==> src/rtl/axis_burst_sequencer_pkg.sv <==
// Shared definitions for the AXI-stream burst sequencer.
//   state_t : control FSM encoding (IDLE, BURST, GAP) on a 2-bit vector.
package axis_burst_sequencer_pkg;

  localparam int STATE_WIDTH = 2;

  typedef enum logic [STATE_WIDTH-1:0] {
    ST_IDLE  = 2'd0,
    ST_BURST = 2'd1,
    ST_GAP   = 2'd2
  } state_t;

endpackage

==> src/rtl/axis_beat_counter.sv <==
// Clearable up-counter with terminal-count compare against a programmed limit.
//   clock    : rising-edge clock
//   reset    : synchronous active-high reset
//   clear    : force count to zero (wins over enable)
//   enable   : advance the count; at terminal the count wraps back to zero
//   limit    : number of counts per cycle of the counter (must be nonzero)
//   terminal : high while count == limit-1
module axis_beat_counter
  import axis_burst_sequencer_pkg::*;
#(
  parameter int WIDTH = 16
) (
  input  logic             clock,
  input  logic             reset,
  input  logic             clear,
  input  logic             enable,
  input  logic [WIDTH-1:0] limit,
  output logic             terminal
);

  localparam logic [WIDTH-1:0] ONE = WIDTH'(1);

  logic [WIDTH-1:0] count;

  // Compare against limit-1 so an all-ones limit never needs a wider counter.
  assign terminal = (count == limit - ONE);

  // NOTE: sequential state uses non-blocking assignments so every register
  // samples pre-edge values regardless of process ordering.
  always_ff @(posedge clock) begin
    if (reset) begin
      count <= '0;
    end else if (clear) begin
      count <= '0;
    end else if (enable) begin
      count <= terminal ? '0 : count + ONE;
    end
  end

endmodule

==> src/rtl/axis_burst_sequencer.sv <==
// Gates a free-running AXI-stream source into burst_count bursts of
// burst_length beats separated by gap_length idle cycles.
//   clock, reset        : rising-edge clock, synchronous active-high reset
//   start, abort        : one-cycle run request / synchronous stop
//   burst_length        : beats per burst
//   gap_length          : idle cycles between bursts
//   burst_count         : number of bursts
//   busy, done          : run in progress / one-cycle completion pulse
//   s_tdata/tvalid/tready : upstream stream (back-pressured outside bursts)
//   m_tdata/tvalid/tready/tlast : downstream stream, tlast on last beat of a burst
module axis_burst_sequencer
  import axis_burst_sequencer_pkg::*;
#(
  parameter int DATA_WIDTH  = 16,
  parameter int LEN_WIDTH   = 16,
  parameter int COUNT_WIDTH = 16
) (
  input  logic                   clock,
  (* X_INTERFACE_PARAMETER = "POLARITY ACTIVE_HIGH" *)
  input  logic                   reset,
  input  logic                   start,
  input  logic                   abort,
  input  logic [LEN_WIDTH-1:0]   burst_length,
  input  logic [LEN_WIDTH-1:0]   gap_length,
  input  logic [COUNT_WIDTH-1:0] burst_count,
  output logic                   busy,
  output logic                   done,
  input  logic [DATA_WIDTH-1:0]  s_tdata,
  input  logic                   s_tvalid,
  output logic                   s_tready,
  output logic [DATA_WIDTH-1:0]  m_tdata,
  output logic                   m_tvalid,
  input  logic                   m_tready,
  output logic                   m_tlast
);

  localparam logic [COUNT_WIDTH-1:0] COUNT_ONE = COUNT_WIDTH'(1);

  state_t                 state, state_next;
  logic [LEN_WIDTH-1:0]   cfg_len, cfg_gap;
  logic [COUNT_WIDTH-1:0] cfg_count, burst_cnt;
  logic                   done_q, done_next;
  logic                   cfg_load, burst_inc, burst_clear;
  logic                   in_burst, handshake, final_burst;
  logic                   beat_last, gap_last;

  // Data path is a pure wire; only the control path is registered.
  assign m_tdata   = s_tdata;
  assign in_burst  = (state == ST_BURST);
  assign m_tvalid  = in_burst & s_tvalid;
  assign s_tready  = in_burst & m_tready;
  assign handshake = s_tvalid & s_tready;
  assign m_tlast   = m_tvalid & beat_last;
  assign busy      = (state != ST_IDLE);
  assign done      = done_q;

  assign final_burst = (burst_cnt == cfg_count - COUNT_ONE);

  // Beat position within the current burst; only handshakes advance it, so
  // stalls hold it and tlast stays stable.
  axis_beat_counter #(.WIDTH(LEN_WIDTH)) u_beat_counter (
    .clock    (clock),
    .reset    (reset),
    .clear    (abort | ~in_burst),
    .enable   (handshake),
    .limit    (cfg_len),
    .terminal (beat_last)
  );

  // Idle cycles spent in GAP; held at zero elsewhere so each gap starts fresh.
  axis_beat_counter #(.WIDTH(LEN_WIDTH)) u_gap_counter (
    .clock    (clock),
    .reset    (reset),
    .clear    (abort | (state != ST_GAP)),
    .enable   (1'b1),
    .limit    (cfg_gap),
    .terminal (gap_last)
  );

  // NOTE: every signal driven here gets a default first so no path leaves it
  // unassigned and no latch is inferred.
  always_comb begin
    state_next  = state;
    done_next   = 1'b0;
    cfg_load    = 1'b0;
    burst_inc   = 1'b0;
    burst_clear = 1'b0;

    if (abort) begin
      state_next  = ST_IDLE;
      burst_clear = 1'b1;
    end else begin
      case (state)
        ST_IDLE: begin
          if (start) begin
            cfg_load    = 1'b1;
            burst_clear = 1'b1;
            // An empty run completes immediately without moving data.
            if (burst_length == '0 || burst_count == '0) begin
              done_next = 1'b1;
            end else begin
              state_next = ST_BURST;
            end
          end
        end
        ST_BURST: begin
          if (handshake && beat_last) begin
            if (final_burst) begin
              state_next  = ST_IDLE;
              done_next   = 1'b1;
              burst_clear = 1'b1;
            end else begin
              burst_inc = 1'b1;
              // Zero gap keeps bursts back-to-back.
              if (cfg_gap != '0) state_next = ST_GAP;
            end
          end
        end
        ST_GAP: begin
          if (gap_last) state_next = ST_BURST;
        end
        default: state_next = ST_IDLE;
      endcase
    end
  end

  always_ff @(posedge clock) begin
    if (reset) begin
      state     <= ST_IDLE;
      done_q    <= 1'b0;
      cfg_len   <= '0;
      cfg_gap   <= '0;
      cfg_count <= '0;
      burst_cnt <= '0;
    end else begin
      state  <= state_next;
      done_q <= done_next;
      if (cfg_load) begin
        cfg_len   <= burst_length;
        cfg_gap   <= gap_length;
        cfg_count <= burst_count;
      end
      if (burst_clear) begin
        burst_cnt <= '0;
      end else if (burst_inc) begin
        burst_cnt <= burst_cnt + COUNT_ONE;
      end
    end
  end

endmodule

==> config.mk <==
export PLATFORM = sky130hd
export DESIGN_NAME = axis_burst_sequencer
export DESIGN_NICKNAME = d
export VERILOG_FILES = /design/src/rtl/axis_burst_sequencer_pkg.sv /design/src/rtl/axis_beat_counter.sv /design/src/rtl/axis_burst_sequencer.sv
export SDC_FILE = /design/constraint.sdc
export NUM_CORES = 1
export LEC_CHECK = 0
export ABC_AREA = 1
export ABC_CLOCK_PERIOD_IN_PS = 2650
export CORE_MARGIN = 2
export CORE_UTILIZATION = 56
export CTS_BUF_LIST = sky130_fd_sc_hd__clkbuf_16
export CTS_CLUSTER_DIAMETER = 30
export DETAILED_ROUTE_END_ITERATION = 10
export PLACE_DENSITY = 0.81
export SLEW_MARGIN = 40
export SYNTH_ARGS = -nofsm -noshare
export SYNTH_HDL_FRONTEND = slang
export SYNTH_SLANG_ARGS = --single-unit
==> constraint.sdc <==
create_clock -name clock -period 2.65 [get_ports clock]
set_input_delay 0.53 -clock clock [delete_from_list [all_inputs] [get_ports clock]]
set_output_delay 0.53 -clock clock [all_outputs]
set_load 0.05 [all_outputs]
# ---- Word-level counts from Yosys, hierarchy flattened
# Cells that the tools add are included.
dict set report word_totals {
  ff_bits 99
  latch_bits 0
  ram_bits 0
  mem_bits_ro 0
  input_bits 70
  output_inout_bits 21
  word_cells 66
  n_memories 0
}
dict set report classes {
  addsub 6
  mul 0
  div_mod_pow 0
  n_lt_le_gt_ge 0
  n_eq_ne 11
  shifts 0
  mux 22
  bitwise 7
  reduce_logical 12
}
# operator n
set op_table {}
lappend op_table {{$add A16 B1 Y16 const B} 3}
lappend op_table {{$eq A16 B16 Y1} 3}
lappend op_table {{$sub A16 B1 Y16 const B} 3}
lappend op_table {{$logic_not A16 Y1} 2}
lappend op_table {{$mux W16} 1}
lappend op_table {{$reduce_bool A16 Y1} 1}
lappend op_table {{$mux W1} 12}
lappend op_table {{$mux W2} 6}
lappend op_table {{$ne A2 B2 Y1 const B} 3}
lappend op_table {{$pmux W2 S3} 1}
lappend op_table {{$reduce_or A2 Y1} 3}
lappend op_table {{$reduce_and A5 Y1} 1}
lappend op_table {{$and A1 B1 Y1} 4}
lappend op_table {{$ne A2 B1 Y1 const B} 2}
lappend op_table {{$pmux W1 S2} 2}
lappend op_table {{$ne A3 B1 Y1 const B} 1}
lappend op_table {{$reduce_or A3 Y1} 1}
lappend op_table {{$eq A2 B1 Y1 const B} 1}
lappend op_table {{$eq A2 B2 Y1 const B} 1}
lappend op_table {{$logic_not A2 Y1} 1}
lappend op_table {{$or A1 B1 Y1} 2}
lappend op_table {{$reduce_bool A2 Y1} 1}
lappend op_table {{$logic_and A1 B1 Y1} 1}
lappend op_table {{$logic_or A1 B1 Y1} 1}
lappend op_table {{$not A1 Y1} 1}

# ---- Longest topological paths before layout
# Gate-level depths: netlist of the first run.
dict set report logic_depth {
  depth_word 8
  ltp_mapped 17
  ltp_nobuf 17
}

# ---- Hierarchy
# Synthesis of the first run repeated with hierarchy kept, for this count alone.
dict set report unflattened {
  hier_cells 1120
  hier_area_um2 7195.7
}
# mod n_inst cells_each area_per_inst_um2 seq_area_each_um2
set by_module_without_submodules {}
lappend by_module_without_submodules {axis_burst_sequencer 1 600 3982.6 1341.3}
lappend by_module_without_submodules {axis_beat_counter 2 260 1606.5 320.3}

# ---- Worst setup path after synthesis of the first run
# No wires, ideal clock.
dict set report synth_timing {
  path_type {register to register}
  start {register cfg_len[0]}
  end {register burst_cnt[10]}
  setup_time_ns 0.116
  t_arrival_ns 2.506
  t_required_ns 2.534
  setup_slack_ns 0.027
  stages_incl_launch_ff 16
  path_buffers 1
  synth_period_minus_slack_ns 2.623
  cell_sequence {dfxtp_1 > inv_1 > ha_1 > inv_1 > or2_2 > a21oi_1 > nand4_1 > nor2_1 > nand2_1 > nor2_1 > nand3_1 > nor2_2 > nand3_1 > nand2_2 > buf_4 > a21oi_1}
}
dict set report synth_between {
  elab_chain_cells 7
  word_cells_on_any_way 10
  cone_classes {1 x add/sub; 1 x eq/ne; 6 x mux; 2 x reduce/logical}
}
# item line
set synth_lines {}
lappend synth_lines {{start: declaration} axis_burst_sequencer.sv:40} ;# logic [LEN_WIDTH-1:0] cfg_len, cfg_gap;
lappend synth_lines {{start signal: assignment} axis_burst_sequencer.sv:139} ;# cfg_len <= burst_length;
lappend synth_lines {{$sub A16 B1 Y16 (*)} axis_beat_counter.sv:26} ;# assign terminal = (count == limit - ONE);
lappend synth_lines {{$eq A16 B16 Y1 (*)} axis_beat_counter.sv:26}
lappend synth_lines {{$logic_and A1 B1 Y1 (*)} axis_burst_sequencer.sv:107} ;# if (handshake && beat_last) begin
lappend synth_lines {{$mux W1} axis_burst_sequencer.sv:107}
lappend synth_lines {{$pmux W1 S2} axis_burst_sequencer.sv:93} ;# case (state)
lappend synth_lines {{$mux W1} axis_burst_sequencer.sv:89} ;# if (abort) begin
lappend synth_lines {{$reduce_or A2 Y1 (no line)} --}
lappend synth_lines {{end signal: assignment} axis_burst_sequencer.sv:146} ;# burst_cnt <= burst_cnt + COUNT_ONE;
lappend synth_lines {{end: declaration} axis_burst_sequencer.sv:41} ;# logic [COUNT_WIDTH-1:0] cfg_count, burst_cnt;
# Mark *: on every way between the ends. The rest lies on a longest branch, timed or not.
# A chain may end at the register's enable or synchronous reset.

# ---- Worst setup path in the final report of the first run
dict set report layout_timing {
  start {register cfg_len[1]}
  end {output m_tlast}
}
dict set report layout_between {
  elab_chain_cells 3
}
# item line
set layout_lines {}
lappend layout_lines {{$sub A16 B1 Y16} axis_beat_counter.sv:26}
lappend layout_lines {{$eq A16 B16 Y1} axis_beat_counter.sv:26}
lappend layout_lines {{$and A1 B1 Y1} axis_burst_sequencer.sv:53} ;# assign m_tlast = m_tvalid & beat_last;
lappend layout_lines {{end: declaration} axis_burst_sequencer.sv:34} ;# output logic m_tlast
# Every way passes these cells.

==> results.json, run 1 <==
{
  "rsz0062_at_grt": "yes",
  "worstPathCellList": "inv_2 -> ha_4 -> inv_2 -> or2_4 -> a21oi_4 -> nand4_1 -> nor2_1 -> nand2_1 -> nor2_2 -> nand3_2 -> nor2_4 -> buf_12",
  "timing.final.ws_setup_ns": -0.0469,
  "outcome": "finished with violations",
  "min_to": "cfg_len[15]$_SDFFE_PP0P_",
  "met1_length_um": 7830,
  "maxSlewViolCount": 0,
  "dp_cells": 1207,
  "tightestPinTransition_ns": 0.671,
  "htree_levels": 3,
  "diodes": 0,
  "fmax_ghz": 0.371,
  "critPathMaxStageDelay_ns": 0.33,
  "r2r_slack_ns": -0.02,
  "wl_met3_um": 995,
  "core_region_area_sq_um": 11900,
  "initial_core_util_pct": 56.7,
  "finalCritPeriodShare_pct": 102,
  "worst_path_max_delay_cell": "dfxtp_2",
  "synth_top_area_cell": "dfxtp_1",
  "min_path_cells": 2,
  "io_buffers": 58,
  "yosysSeqAreaShare_pct": 29.5,
  "synthesis.nets": 1110,
  "fin_util_pct": 67.2,
  "via_per_inst": 5.48,
  "nets": 1172,
  "grt_pass1_wl_um": 28800,
  "cp_max_fo": 2,
  "num_rows": 40,
  "netlist_area_sq_um": 6720,
  "synth_seq_cells": 99,
  "top_layer_used": "met4",
  "clock_sinks": 99,
  "leakagePower_nw": 3.33,
  "vias": 6834,
  "r2r-end": "burst_cnt[1]$_SDFFE_PP0P_",
  "clk_latency_ns": 0.36,
  "final_cells": 1247,
  "ys_types": 41,
  "die_h_um": 114,
  "yosys.cell_count.top_type": "nand2_1",
  "ant_nets": 0,
  "drt-wirelength-per-cell_um": 14.4,
  "hold_viol": 0,
  "crit_path_frequent_cell": "inv_2",
  "clock_skew_ns": 0.00725,
  "min_from": "cfg_len[15]$_SDFFE_PP0P_",
  "power.total_w": 0.00404,
  "path_class": "register to output port",
  "drc_errors": 0,
  "whs_ns": 0.473,
  "antenna_found_initial": 0,
  "synth.top_cell.area_share_pct": 29.5,
  "die_x_um": 114,
  "drtIter0Drc": 530,
  "ir_drop_uv": 446,
  "place.gp.congestion": 0.944,
  "crit_arrival_ns": 2.17,
  "clkTransAtPathRegs_ns": 0.07,
  "grt_pass1_vias": 6155,
  "reg2reg_depth": 18,
  "drt-pass1-iter-count": 5,
  "area_growth_syn_to_layout_pct": 18.5,
  "postCtsHoldBufs": 0,
  "synth-edff-count": 0,
  "maxCapViolations": 0,
  "period_needed_ns": 2.70,
  "cts_buffers": 9,
  "synthCells": 1033,
  "endpoint_kind": "output port",
  "slew_headroom_pct": 54.9,
  "async_flop_share_pct": 0,
  "synth.avg_cell_area_sq_um": 6.51,
  "cts_max_path_buffers": 2,
  "cts_tree": "built",
  "grt_start_max_net_pins": 49,
  "violations": "negative setup slack",
  "met2WireLength_um": 8670,
  "synth_ff_type": "dfxtp_1",
  "p_per_area_nw_per_um2": 507,
  "drt-total-wl_um": 17900,
  "r2r-start": "cfg_len[1]$_SDFFE_PP0P_",
  "synthTopCellsByArea": "dfxtp_1 (29%), nand2_1 (14%), nor2_1 (8.4%)",
  "dp_hpwl_um": 13000,
  "cp.required_ns": 2.12,
  "grt_usage_pct": 27.4,
  "cp-start-kind": "register",
  "layout-drive-gt1-share_pct": 11.0,
  "setup_violations": 2,
  "synth_common_cells": "nand2_1 (249), nor2_1 (151), inv_1 (121), dfxtp_1 (99), nand3_1 (76)",
  "hp-class": "register to register",
  "globalRouteOverflowTotal": 0,
  "die-area_sq_um": 12900,
  "clock-root-buffer": "clkbuf_16",
  "yosys_warnings": 0,
  "io_pins": 91
}
critical path: cells and delay by family, from the launching register on:
| kind | cells | cell delay, ns |
|---|---|---|
| buffers and inverters | 3 | 0.24 |
| and+or+nand+nor | 7 | 0.85 |
| DFF | 1 | 0.33 |
| AOI/OAI and AO/OA | 1 | 0.14 |
| adders and majority gates | 1 | 0.25 |
routing by layer:
metal	up-vias	global-route usage, %
met5	-	0
met4	0	8.78
met3	37	4.94
met2	218	47.1
met1	3117	34.9
li1	3462	-
worst max path at each step:
| stage | from | cells after the start | endpoint |
|---|---|---|---|
| after floorplan | cfg_len[0]$_SDFFE_PP0P_ | 15 | burst_cnt[10]$_SDFFE_PP0P_ |
| after global placement | cfg_len[0]$_SDFFE_PP0P_ | 12 | m_tlast |
| after detailed placement | cfg_len[0]$_SDFFE_PP0P_ | 12 | m_tlast |
| after CTS | cfg_len[1]$_SDFFE_PP0P_ | 12 | m_tlast |
| after global routing | cfg_len[1]$_SDFFE_PP0P_ | 18 | burst_cnt[1]$_SDFFE_PP0P_ |
| final | cfg_len[1]$_SDFFE_PP0P_ | 12 | m_tlast |
where the power goes:
part / switching, W / total (W) / internal [W] / leakage [nW]
Clock: 0.000630 / 0.00137 / 0.000742 / 0.149
Combinational: 0.000652 / 0.00106 / 0.000410 / 2.37
Sequential: 0.0000597 / 0.00160 / 0.00154 / 0.806
Total: 0.00134 / 0.00404 / 0.00269 / 3.33
what timing repair did:
item	CTS	global route
resized for setup	11	18
setup buffers	10	13
endpoints found under the hold margin	0	0
pin swaps	8	18
gates cloned	0	3
endpoints found under the setup margin	1	33
area by class of cell:
class | count | area, sq um
Inverter | 125 | 482
Clock inverter | 7 | 73.8
Multi-Input combinational cell | 770 | 4140
Fill cell | 989 | 3890
Sequential cell | 99 | 1980
Clock buffer | 9 | 225
Tap cell | 147 | 184
Timing Repair Buffer | 90 | 882
cell families (layout without fill, tap and decap cells):
family	Yosys count	after routing	synth area share, %
AND/OR/NAND/NOR	604	607	41.5
buffers and inverters	167	231	10.7
flip-flops	99	99	29.5
AO/OA/AOI/OAI	91	91	8.34
XOR/XNOR	65	65	8.67
adder cells (fa/ha/maj)	7	7	1.30
per-stage QoR:
step / area (sq um) / setup TNS [ns] / worst slack, ns
finish: 7970 / -0.0631 / -0.0469
global route: 7970 / -1.39 / -0.143
CTS: 7780 / -0.0997 / -0.0958
global placement: 7360 / 0 / 0.129
detailed placement: 7360 / 0 / 0.0563
floorplan: 6720 / 0 / 0.0273
sequential cells by signal, summed over array words and instances (netlist names):
register,count
burst_cnt,16
cfg_count,16
cfg_gap,16
cfg_len,16
u_beat_counter.count,16
u_gap_counter.count,16
state,2
done,1
placed cells by master (no fill, tap or decap), types with 9 or more instances in the layout:
cell type,count
xor2_1,40
nand4_1,31
nand2_1,243
nand3b_1,13
dfxtp_1,97
nor3_1,18
nor2_2,18
xnor2_1,24
clkbuf_16,9
nor4_1,14
inv_1,118
a211oi_1,39
a21oi_1,38
clkdlybuf4s50_1,54
nand2_2,14
nor2_1,149
buf_4,27
nand3_1,74
Power figures use the tool's default switching activity.
==> run 2: changes to the inputs <==
Settings changed: ABC_CLOCK_PERIOD_IN_PS 2650 to 3200, CORE_ASPECT_RATIO from default to 1.2, CORE_UTILIZATION 56 to 60, PLACE_DENSITY 0.81 to 0.86.
Clock period 2.65 ns to 3.2 ns, I/O delays scaled along.
==> run 2 against run 1 <==
The flow now finishes without violations. Clock power fell by 14%. Setup slack improved by 0.23 ns. Via count fell by 2.5%. Highest routed layer unchanged.
==> results.json, run 2 (same netlist as run 1, synthesis figures left out) <==
{
  "path_class": "register to output port",
  "cts_resized": 0,
  "maxSlewViolCount": 0,
  "diodes": 0,
  "die_h_um": 120,
  "grt_pass1_wl_um": 27700,
  "cp.required_ns": 2.56,
  "drt-wirelength-per-cell_um": 13.8,
  "crit_arrival_ns": 2.37,
  "clk_latency_ns": 0.35,
  "die-area_sq_um": 12100,
  "cp-start-kind": "register",
  "nets": 1141,
  "cts_max_path_buffers": 2,
  "place.gp.congestion": 0.953,
  "post_cts_buffers": 0,
  "ir_drop_uv": 265,
  "initial_core_util_pct": 61.2,
  "worst_path_max_delay_cell": "dfxtp_2",
  "ant_nets": 0,
  "clock-root-buffer": "clkbuf_16",
  "final_common_cell": "nand2_1",
  "drc_errors": 0,
  "hold_viol": 0,
  "period_needed_ns": 3.01,
  "fin_util_pct": 69.0,
  "endpoint_kind": "output port",
  "postCtsHoldBufs": 0,
  "cts_buffers": 9,
  "tightestPinTransition_ns": 0.601,
  "dp_cells": 1185,
  "slew_headroom_pct": 59.6,
  "clock_sinks": 99,
  "placed_area_sq_um": 7260,
  "stdcell_area_sq_um": 7580,
  "globalRouteOverflowTotal": 0,
  "grt_start_max_net_pins": 85,
  "leakagePower_nw": 3.17,
  "num_rows": 42,
  "critPathMaxStageDelay_ns": 0.35,
  "io_buffers": 58,
  "setup_violations": 0,
  "grt_usage_pct": 28.4,
  "worstPathCellList": "inv_1 -> ha_1 -> inv_1 -> or2_2 -> a21oi_1 -> nand4_1 -> nor2_1 -> nand2_1 -> nor2_1 -> nand3_1 -> nor2_2 -> buf_12",
  "area_growth_syn_to_layout_pct": 12.8,
  "rsz0062_at_grt": "no",
  "cp_max_fo": 3,
  "setup_tns_ns": 0,
  "drt-pass1-iter-count": 6,
  "via_per_inst": 5.55,
  "grt_pass1_vias": 6302,
  "p_per_area_nw_per_um2": 440,
  "clkTransAtPathRegs_ns": 0.07,
  "outcome": "finished, final reports clean",
  "drt-total-wl_um": 16500,
  "drtIter0Drc": 416,
  "htree_levels": 3,
  "io_pins": 91,
  "finalCritPeriodShare_pct": 94.1,
  "dp_hpwl_um": 12300,
  "layout-drive-gt1-share_pct": 6.64,
  "final_cells": 1201,
  "cts_tree": "built",
  "fmax_ghz": 0.332,
  "die_x_um": 101,
  "clock_skew_ns": 0.00630,
  "antenna_found_initial": 0,
  "hp-class": "register to register",
  "vias": 6662,
  "core_region_area_sq_um": 11000,
  "most-common-layout-cells": "nand2_1 (248), nor2_1 (151), inv_1 (122)",
  "maxCapViolations": 0
}
[run 2: cell count changes in the layout (fill, tap and decap cells not counted), moves of 3 or more]
cell / before / now
nand2_1: 243 / 248
inv_2: 5 / 2
buf_12: 5 / 1
buf_4: 27 / 3
inv_1: 118 / 122
inv_6: 4 / 1
nand2_2: 14 / 9
[run 2: final cells by class]
cell class              instances  area (sq um)
multi-input cells             767          4020
well taps                     132           165
clock inverters                 7          91.3
repair buffers                 62           619
inverters                     125           474
clock buffers                   9           225
fillers                       943          3400
flip-flops and latches         99          1980
[run 2: per-stage QoR]
step | hold WS (ns) | setup slack [ns] | total power [W]
CTS | 0.483 | 0.138 | 0.00333
global placement | 0.468 | 0.462 | 0.00216
detailed placement | 0.475 | 0.456 | 0.00217
global route | 0.504 | 0.00370 | 0.00351
finish | 0.482 | 0.188 | 0.00333
floorplan | 0.449 | 0.577 | 0.00201
[run 2: final timing paths]
kind,start,slack (ns),end,cells past startpoint
max reg2reg,cfg_count[0]$_SDFFE_PP0P_,0.47,burst_cnt[15]$_SDFFE_PP0P_,15
max,cfg_len[0]$_SDFFE_PP0P_,0.19,m_tlast,12
min reg2reg,cfg_len[15]$_SDFFE_PP0P_,0.48,cfg_len[15]$_SDFFE_PP0P_,2
min,cfg_len[15]$_SDFFE_PP0P_,0.48,cfg_len[15]$_SDFFE_PP0P_,2
[run 2: layer usage]
metal  vias up  track usage (%)  wire (um)
met5         -                0          0
met1      3031             34.3       6930
met4         0             11.6        537
met2       202             49.7       8220
li1       3387                -          -
met3        42             4.31        858
[run 2: critical path, delay by kind of cell, from the launching register on]
kind,cells,cell delay [ns]
AOI/OAI and AO/OA,1,0.18
adders and majority gates,1,0.28
buffers and inverters,3,0.29
DFF,1,0.35
and+or+nand+nor,7,0.91
[run 2: power breakdown]
part	internal, W	switching (W)	leakage (nW)	total [W]
Combinational	0.000316	0.000515	2.20	0.000831
Sequential	0.00128	0.0000489	0.806	0.00133
Clock	0.000684	0.000493	0.161	0.00118
Total	0.00228	0.00106	3.17	0.00333
